==> src/rtl/simple_axi_burst_master.sv <==
// AXI4 INCR burst master: 1..MAX_BURST beats, streamed write/read beats, sticky done/error/invalid.
// Optional macro SAXI_WSTRB_EN adds a per-beat i_wstrb port; otherwise o_axi_wstrb is all ones.
module simple_axi_burst_master #(
  parameter int DATA_WIDTH = 32,
  parameter int ADDR_WIDTH = 32,
  parameter int MAX_BURST  = 16,
  parameter int LEN_W      = (MAX_BURST > 1) ? $clog2(MAX_BURST) : 1
) (
  input  logic                    i_clk,
  input  logic                    i_rst,
  input  logic [ADDR_WIDTH-1:0]   i_addr,
  input  logic [LEN_W-1:0]        i_len,
  input  logic [1:0]              i_rw,
  output logic                    o_wait,
  output logic                    o_done,
  input  logic                    i_clear_done,
  output logic                    o_error,
  output logic                    o_invalid,
  input  logic [DATA_WIDTH-1:0]   i_wdata,
`ifdef SAXI_WSTRB_EN
  input  logic [DATA_WIDTH/8-1:0] i_wstrb,
`endif
  input  logic                    i_wvalid,
  output logic                    o_wready,
  output logic [DATA_WIDTH-1:0]   o_rdata,
  output logic                    o_rvalid,
  input  logic                    i_rready,
  output logic                    o_axi_awvalid,
  input  logic                    i_axi_awready,
  output logic [ADDR_WIDTH-1:0]   o_axi_awaddr,
  output logic [7:0]              o_axi_awlen,
  output logic [2:0]              o_axi_awsize,
  output logic [1:0]              o_axi_awburst,
  output logic [3:0]              o_axi_awcache,
  output logic [2:0]              o_axi_awprot,
  output logic                    o_axi_awlock,
  output logic [3:0]              o_axi_awqos,
  output logic                    o_axi_wvalid,
  input  logic                    i_axi_wready,
  output logic [DATA_WIDTH-1:0]   o_axi_wdata,
  output logic [DATA_WIDTH/8-1:0] o_axi_wstrb,
  output logic                    o_axi_wlast,
  input  logic                    i_axi_bvalid,
  output logic                    o_axi_bready,
  input  logic [1:0]              i_axi_bresp,
  output logic                    o_axi_arvalid,
  input  logic                    i_axi_arready,
  output logic [ADDR_WIDTH-1:0]   o_axi_araddr,
  output logic [7:0]              o_axi_arlen,
  output logic [2:0]              o_axi_arsize,
  output logic [1:0]              o_axi_arburst,
  output logic [3:0]              o_axi_arcache,
  output logic [2:0]              o_axi_arprot,
  output logic                    o_axi_arlock,
  output logic [3:0]              o_axi_arqos,
  input  logic                    i_axi_rvalid,
  output logic                    o_axi_rready,
  input  logic [DATA_WIDTH-1:0]   i_axi_rdata,
  input  logic [1:0]              i_axi_rresp,
  input  logic                    i_axi_rlast
);

  localparam int         BYTES  = DATA_WIDTH / 8;
  localparam logic [2:0] AXSIZE = 3'($clog2(BYTES));

  typedef enum logic [2:0] {
    S_IDLE, S_W_ADDR, S_W_DATA, S_W_RESP, S_R_ADDR, S_R_DATA
  } state_t;

  state_t                state_q, state_d;
  logic [ADDR_WIDTH-1:0] addr_q;
  logic [LEN_W-1:0]      len_q;
  logic [LEN_W-1:0]      cnt_q;
  logic                  cmd_wr, cmd_rd, accept, reject, last_beat;
  logic                  w_hs, b_hs, r_hs, r_end;
  logic                  set_done, set_err, set_inv, clr_flags;
  logic [31:0]           span;

  assign cmd_wr = (i_rw == 2'b01);
  assign cmd_rd = (i_rw == 2'b10);
  assign accept = (state_q == S_IDLE) && (cmd_wr || cmd_rd);

  // Bytes touched measured from the 4 KB page offset; above 4096 the burst leaves the page.
  assign span   = 32'(i_addr[11:0]) + (32'(i_len) + 32'd1) * 32'(BYTES);
  assign reject = (32'(i_len) > 32'(MAX_BURST - 1)) || (span > 32'd4096);

  assign last_beat = (cnt_q == len_q);
  assign w_hs      = (state_q == S_W_DATA) && i_wvalid && i_axi_wready;
  assign b_hs      = (state_q == S_W_RESP) && i_axi_bvalid;
  assign r_hs      = (state_q == S_R_DATA) && i_axi_rvalid && i_rready;
  assign r_end     = r_hs && (i_axi_rlast || last_beat);

  assign o_wait = accept || ((state_q != S_IDLE) && !b_hs && !r_end);

  always_ff @(posedge i_clk) begin
    if (i_rst) state_q <= S_IDLE;
    else       state_q <= state_d;
  end

  always_comb begin
    state_d       = state_q;
    o_axi_awvalid = 1'b0;
    o_axi_arvalid = 1'b0;
    o_axi_wvalid  = 1'b0;
    o_axi_wlast   = 1'b0;
    o_wready      = 1'b0;
    o_axi_bready  = 1'b0;
    o_rvalid      = 1'b0;
    o_axi_rready  = 1'b0;
    unique case (state_q)
      S_IDLE: begin
        if (accept && !reject) state_d = cmd_wr ? S_W_ADDR : S_R_ADDR;
      end
      S_W_ADDR: begin
        o_axi_awvalid = 1'b1;
        if (i_axi_awready) state_d = S_W_DATA;
      end
      S_W_DATA: begin
        o_axi_wvalid = i_wvalid;
        o_wready     = i_axi_wready;
        o_axi_wlast  = last_beat;
        if (w_hs && last_beat) state_d = S_W_RESP;
      end
      S_W_RESP: begin
        o_axi_bready = 1'b1;
        if (i_axi_bvalid) state_d = S_IDLE;
      end
      S_R_ADDR: begin
        o_axi_arvalid = 1'b1;
        if (i_axi_arready) state_d = S_R_DATA;
      end
      S_R_DATA: begin
        o_rvalid     = i_axi_rvalid;
        o_axi_rready = i_rready;
        if (r_end) state_d = S_IDLE;
      end
      default: state_d = S_IDLE;
    endcase
  end

  // Command fields are held for the whole burst; they need no reset.
  always_ff @(posedge i_clk) begin
    if (accept) begin
      addr_q <= i_addr;
      len_q  <= i_len;
    end
  end

  always_ff @(posedge i_clk) begin
    if (i_rst)               cnt_q <= '0;
    else if (accept)         cnt_q <= '0;
    else if (w_hs || r_hs)   cnt_q <= cnt_q + 1'b1;
  end

  assign set_done  = (accept && reject) || b_hs || r_end;
  assign set_err   = (accept && reject)
                   || (b_hs && (i_axi_bresp != 2'b00))
                   || (r_hs && ((i_axi_rresp != 2'b00) || (i_axi_rlast != last_beat)));
  assign set_inv   = (accept && reject)
                   || (b_hs && (i_axi_bresp == 2'b11))
                   || (r_hs && (i_axi_rresp == 2'b11));
  assign clr_flags = accept || i_clear_done;

  // A set in the same cycle as a clear takes priority.
  always_ff @(posedge i_clk) begin
    if (i_rst) begin
      o_done    <= 1'b0;
      o_error   <= 1'b0;
      o_invalid <= 1'b0;
    end else begin
      if (set_done)       o_done <= 1'b1;
      else if (clr_flags) o_done <= 1'b0;
      if (set_err)        o_error <= 1'b1;
      else if (clr_flags) o_error <= 1'b0;
      if (set_inv)        o_invalid <= 1'b1;
      else if (clr_flags) o_invalid <= 1'b0;
    end
  end

  assign o_axi_awaddr  = addr_q;
  assign o_axi_awlen   = 8'(len_q);
  assign o_axi_awsize  = AXSIZE;
  assign o_axi_awburst = 2'b01;
  assign o_axi_awcache = 4'b0011;
  assign o_axi_awprot  = 3'b000;
  assign o_axi_awlock  = 1'b0;
  assign o_axi_awqos   = 4'b0000;

  assign o_axi_araddr  = addr_q;
  assign o_axi_arlen   = 8'(len_q);
  assign o_axi_arsize  = AXSIZE;
  assign o_axi_arburst = 2'b01;
  assign o_axi_arcache = 4'b0011;
  assign o_axi_arprot  = 3'b000;
  assign o_axi_arlock  = 1'b0;
  assign o_axi_arqos   = 4'b0000;

  assign o_axi_wdata = i_wdata;
  assign o_rdata     = i_axi_rdata;

`ifdef SAXI_WSTRB_EN
  assign o_axi_wstrb = (state_q == S_W_DATA) ? i_wstrb : '0;
`else
  assign o_axi_wstrb = '1;
`endif

endmodule

==> config.mk <==
export PLATFORM = sky130hd
export DESIGN_NAME = simple_axi_burst_master
export DESIGN_NICKNAME = d
export VERILOG_FILES = /design/src/rtl/simple_axi_burst_master.sv
export SDC_FILE = /design/constraint.sdc
export NUM_CORES = 1
export LEC_CHECK = 0
export ABC_AREA = 1
export BUFFER_PORTS_ARGS = -buffer_cell sky130_fd_sc_hd__buf_4
export CAP_MARGIN = 25
export CORE_AREA = 2 2 119 121
export CTS_CLUSTER_DIAMETER = 40
export CTS_CLUSTER_SIZE = 30
export DETAILED_ROUTE_END_ITERATION = 7
export DIE_AREA = 0 0 121 123
export SLEW_MARGIN = 25
export SYNTH_ARGS = -nofsm -noshare
export SYNTH_HDL_FRONTEND = slang
export SYNTH_SLANG_ARGS = --single-unit
export TNS_END_PERCENT = 10
==> constraint.sdc <==
create_clock -name i_clk -period 2.2 [get_ports i_clk]
set_clock_uncertainty 0.1 [all_clocks]
set_input_delay 0.22 -clock i_clk [delete_from_list [all_inputs] [get_ports i_clk]]
set_output_delay 0.22 -clock i_clk [all_outputs]
set_load 0.01 [all_outputs]
## Word-level counts from Yosys, hierarchy flattened

Index checks and enable logic that the tools add are counted.

| cells by class | value |
|---|---|
| mux-type cells | 20 |
| equality and inequality tests | 17 |
| $lt $le $gt $ge | 1 |
| reduce and logical (&&, ||, !) cells | 40 |
| $add $sub $neg | 3 |

Operators with widths:

| kind | count |
|---|---|
| 3-bit 2-to-1 mux | 7 |
| 3-bit one-hot mux with 6 select lines | 1 |
| 1-bit logical AND | 16 |
| 12-bit by 7-bit adder with 13-bit output | 1 |
| 13-bit > comparator (second input constant) | 1 |
| 1-bit logical OR | 12 |
| 1-bit 2-to-1 mux | 12 |
| 2-bit nonzero test | 5 |
| 2-bit != test (second input constant) | 4 |
| 2-bit == test (second input constant) | 3 |
| 3-bit by 2-bit == test with 1-bit output (second input constant) | 2 |
| 3-bit == test (second input constant) | 2 |
| 6-bit AND reduction | 1 |
| 4-bit by 1-bit adder with 5-bit output (second input constant) | 1 |
| 4-bit by 1-bit adder with 4-bit output (second input constant) | 1 |
| 4-bit == test | 1 |
| 2-bit by 1-bit != test with 1-bit output (second input constant) | 2 |
| 3-bit by 1-bit == test with 1-bit output (second input constant) | 1 |
| 1-bit zero test | 3 |
| 3-bit zero test | 1 |
| 3-bit nonzero test | 1 |
| 2-bit by 1-bit == test with 1-bit output (second input constant) | 1 |
| 2-bit OR reduction | 1 |
| 1-bit != test | 1 |

| word-level totals | value |
|---|---|
| word-level logic and storage cells | 88 |
| flip-flop bits (word level) | 46 |

## Logic depth before layout (Yosys ltp)

| depth | value |
|---|---|
| word-level depth | 7 |
| gate-level depth with buffers | 17 |
| gate-level depth less buffers | 17 |

## Worst setup path before layout

Ideal clock, no wire load.

| path | value |
|---|---|
| kind | input -> register |
| start point | in i_len[0] |
| end point | reg state_q[0] |
| buffers on the path | 0 |
| slack | 220 ps |
| stages | 14 |
| required time | 1985 ps |
| arrival time | 1765 ps |
| library setup time | 115 ps |
| cells stage by stage | ha_1 > fa_1 > nor2_1 > nand2_1 > nor2_1 > nand3_1 > nor2_1 > nand2_1 > nand2_1 > nand2_1 > nand2_1 > nand3_1 > nand2_1 > nor2_1 |

| between the ends | value |
|---|---|
| cells in the longest elaborated chain, start to end | 7 |

Ends and longest elaborated chain:

| element | RTL line | RTL |
|---|---|---|
| from (decl) | 12 | `input logic [LEN_W-1:0] i_len,` |
| 4-bit by 1-bit adder with 5-bit output | 84 | `assign span = 32'(i_addr[11:0]) + (32'(i_len) + 32'd1) * 32'(BYTES);` |
| 12-bit by 7-bit adder with 13-bit output | 84 |  |
| 13-bit > comparator | 85 | `assign reject = (32'(i_len) > 32'(MAX_BURST - 1)) \|\| (span > 32'd4096);` |
| 1-bit zero test | 112 | `if (accept && !reject) state_d = cmd_wr ? S_W_ADDR : S_R_ADDR;` |
| 1-bit logical AND | 112 |  |
| 2-bit by 1-bit != test with 1-bit output (no line) | n/a |  |
| 6-bit AND reduction (no line) | n/a |  |
| to (signal assigned) | 97 | `else state_q <= state_d;` |
| to (decl) | 70 | `state_t state_q, state_d;` |

Every way passes these cells.
A chain may end at the register's enable or synchronous reset.

## Final worst setup path

| path | value |
|---|---|
| start point | reg len_q[2] |
| end point | out o_wait |

| between the ends | value |
|---|---|
| cells in the longest elaborated chain, start to end | 6 |

Ends and longest elaborated chain:

| element | RTL line | RTL |
|---|---|---|
| from (decl) | 72 | `logic [LEN_W-1:0] len_q;` |
| from (signal assigned) | 145 | `len_q <= i_len;` |
| 4-bit == test | 87 | `assign last_beat = (cnt_q == len_q);` |
| 1-bit logical OR | 91 | `assign r_end = r_hs && (i_axi_rlast \|\| last_beat);` |
| 1-bit logical AND | 91 |  |
| 1-bit zero test | 93 | `assign o_wait = accept \|\| ((state_q != S_IDLE) && !b_hs && !r_end);` |
| 1-bit logical AND | 93 |  |
| 1-bit logical OR | 93 |  |
| to (decl) | 14 | `output logic o_wait,` |

Every way passes these cells.

==> results.toml <==
[setup_path]
crit_path_end_kind = "output port"
start_kind = "register"
cp.required_ns = 1.88
crit_arrival_ns = 1.78
critPathMaxStageDelay_ns = 0.42
cp_max_fo = 2
path_class = "register to output port"
worstPathCellList = "xnor2_1, nand4_1, ha_2, or2_4, nand2_4, o21ai_2, buf_4"
slowest_stage = "edfxtp_1"

[clock_tree]
root_buffer = "clkbuf_16"
numCtsBuffers = 5
cts.htree.levels = 2
clk-insertion-delay-late_ns = 0.28
cts_tree = "done"
cts.path.max_buffers = 2
cts.sinks = 46
path_clk_slew_ns = 0.06

[synth]
synth_top_area_share = 0.3336
yosysMostFrequentCell = "buf_4"
synth.cell_area_mm2 = 0.003286
syn_inst = 355
synth_edf_count = 36
synth_area_leaders = "buf_4, edfxtp_1, dfxtp_1, nand2_1, ha_1"
synth-seq-cells = 46
avgSynthCellArea_um2 = 9.255
synth_ff_type = "edfxtp_1"
synthArstFlopShare = 0
yosysTopAreaCell = "buf_4"
yosysWarnings = 0
ys_top_cells_by_count = "buf_4, nand2_1, edfxtp_1, inv_1, nor2_1"
ys_types = 32
yosysSeqAreaShare = 0.3899

[global_routing]
use_met3 = 0.06596
track_usage = 0.1041
use_met1 = 0.07863
grt_pass1_wl_um = 11390
grt_max_degree = 21
grt_pass1_vias = 1982
grt_overflow = 0
grtUsageMet2 = 0.2058
grt_busiest_layer = "met2"
antenna_found_initial = 0

[power]
seqPwrFrac = 0.369
power_leakage_uw = 0.001843
p_switching_uw = 1309
switching_share = 0.3517
combPwrFrac = 0.434
power.density_mw_per_mm2 = 956.1
p_clk_frac = 0.198
irDropWorstVdd_v = 0.0003694
power.internal_uw = 2414

[route]
drtIter0Drc = 79
vias_per_cell = 3.841
drc = 0
postRouteAntennaNets = 0
drt_first_pass_iters = 4
num_vias = 2270
wirelength_um = 8633
wl_per_cell_um = 14.61

[finish]
drive_gt1_frac = 0.4234
area_growth_pct = 18.51
n_antenna_cell = 0
postLayoutCoreUtil = 0.2861
instances_no_fill = 591
nets = 538
stdcell_area_mm2 = 0.003894

[timing]
whs_ns = 0.009763
period_share = 0.9566
fmax_mhz = 475.2
report.final.slew_viol_count = 0
finalSetupViolCount = 0
final.setup.tns_ns = 0
hold_violations = 0
period_needed_ns = 2.105
rsz0062_at_grt = "yes"

[job]
cap_violations = 0

[placed_design]
placed_cells_incl_taps = 574
port_buffers = 136
finalWeightedCongestion = 0.7514
dpl.hpwl_um = 7472
place_area_mm2 = 0.003651

[worst_hold_path]
holdCritPathClass = "input pin to register"

[floorplanning]
rows = 43
die_w_um = 121
io_pins = 311
start_util = 0.2414
dieArea_mm2 = 0.01488
die_h_um = 123
core_area_mm2 = 0.01361

[run_status]
status = "complete, no violations"
-- cells in the final DEF (no fill, tap or decap), types with 2 or more instances in the layout --
master,instances
nor3_1,6
xor2_1,2
dlygate4sd3_1,5
dfxtp_1,10
nor2_4,2
inv_2,4
a21oi_2,2
nand3_1,8
or2_0,2
ha_1,9
nand4_1,5
edfxtp_1,36
xnor2_1,5
inv_1,29
a21oi_1,14
nand2_2,3
clkbuf_16,5
buf_4,144
nand2_4,3
conb_1,46
nor2_1,18
nand2_1,35
-- critical path: cells and delay by family (launching register included) --
kind | cells | cell delay (ns)
AO/OA/AOI/OAI | 1 | 0.05
XOR/XNOR | 1 | 0.18
adder cells (fa/ha/maj) | 1 | 0.22
buffers and inverters | 1 | 0.15
flip-flops | 1 | 0.42
AND/OR/NAND/NOR | 3 | 0.48
-- per-layer routing --
layer	share of wire	wire, µm	vias to the layer above
met4	0.022	193	0
met5	0	0	-
met3	0.17	1456	17
met2	0.54	4643	197
li1	-	-	1050
met1	0.27	2339	1006
-- area by class of cell --
class | count | area [µm²]
fillers | 1412 | 9718
flip-flops and latches | 46 | 1281
repair buffers | 150 | 1151
multi-input cells | 174 | 965.9
well taps | 180 | 225.2
clock buffers | 5 | 125.1
inverters | 33 | 123.9
clock inverters | 3 | 21.27
-- registers in the layout (all words and copies together) (netlist names) --
| register | count |
|---|---|
| o_done | 1 |
| cnt_q | 4 |
| len_q | 4 |
| state_q | 3 |
| o_axi_araddr | 32 |
| o_error | 1 |
| o_invalid | 1 |
-- power groups by stage --
stage | registers (µW) | logic, µW | clock network, µW
finish | 1370 | 1610 | 736
CTS | 1380 | 1620 | 758
detailed placement | 1410 | 1570 | 0
global route | 1400 | 1760 | 792
floorplan | 1460 | 1030 | 0
global placement | 1400 | 1570 | 0
-- kinds of logic after synthesis --
group | after synthesis | share of synthesized area
AOI/OAI and AO/OA | 21 | 0.03580
xor gates and xnor gates | 7 | 0.01866
adders and majority gates | 11 | 0.04417
buffers and inverters | 179 | 0.3713
DFF | 46 | 0.3899
other | 2 | 0.002286
and+or+nand+nor | 89 | 0.1379
-- repair_timing --
action                                  4_1_cts  5_1_grt
hold buffers                                  1        4
endpoints found under the hold margin         1        4
resized for setup                             0        6
buffers inserted                              4        0
endpoints found under the setup margin        1        3
pin swaps                                     0        4
-- final timing paths --
kind                            startpoint                to  slack, ns  cells past startpoint
worst max-delay path              len_q[2]            o_wait        0.1                      7
worst min-delay path            i_addr[28]  o_axi_araddr[28]       0.01                      1
worst max register to register  state_q[1]  o_axi_araddr[15]       0.30                      6
worst min register to register    cnt_q[3]          cnt_q[3]       0.39                      2
-- through the flow --
step	power (µW)	worst slack (ns)
5_1_grt	3951	-0.03388
3_5_place_dp	2984	-0.1110
2_1_floorplan	2487	0.2198
6_report	3723	0.09546
3_3_place_gp	2971	-0.02379
4_1_cts	3757	0.02091
No activity file was read; power rests on OpenSTA's default activity.
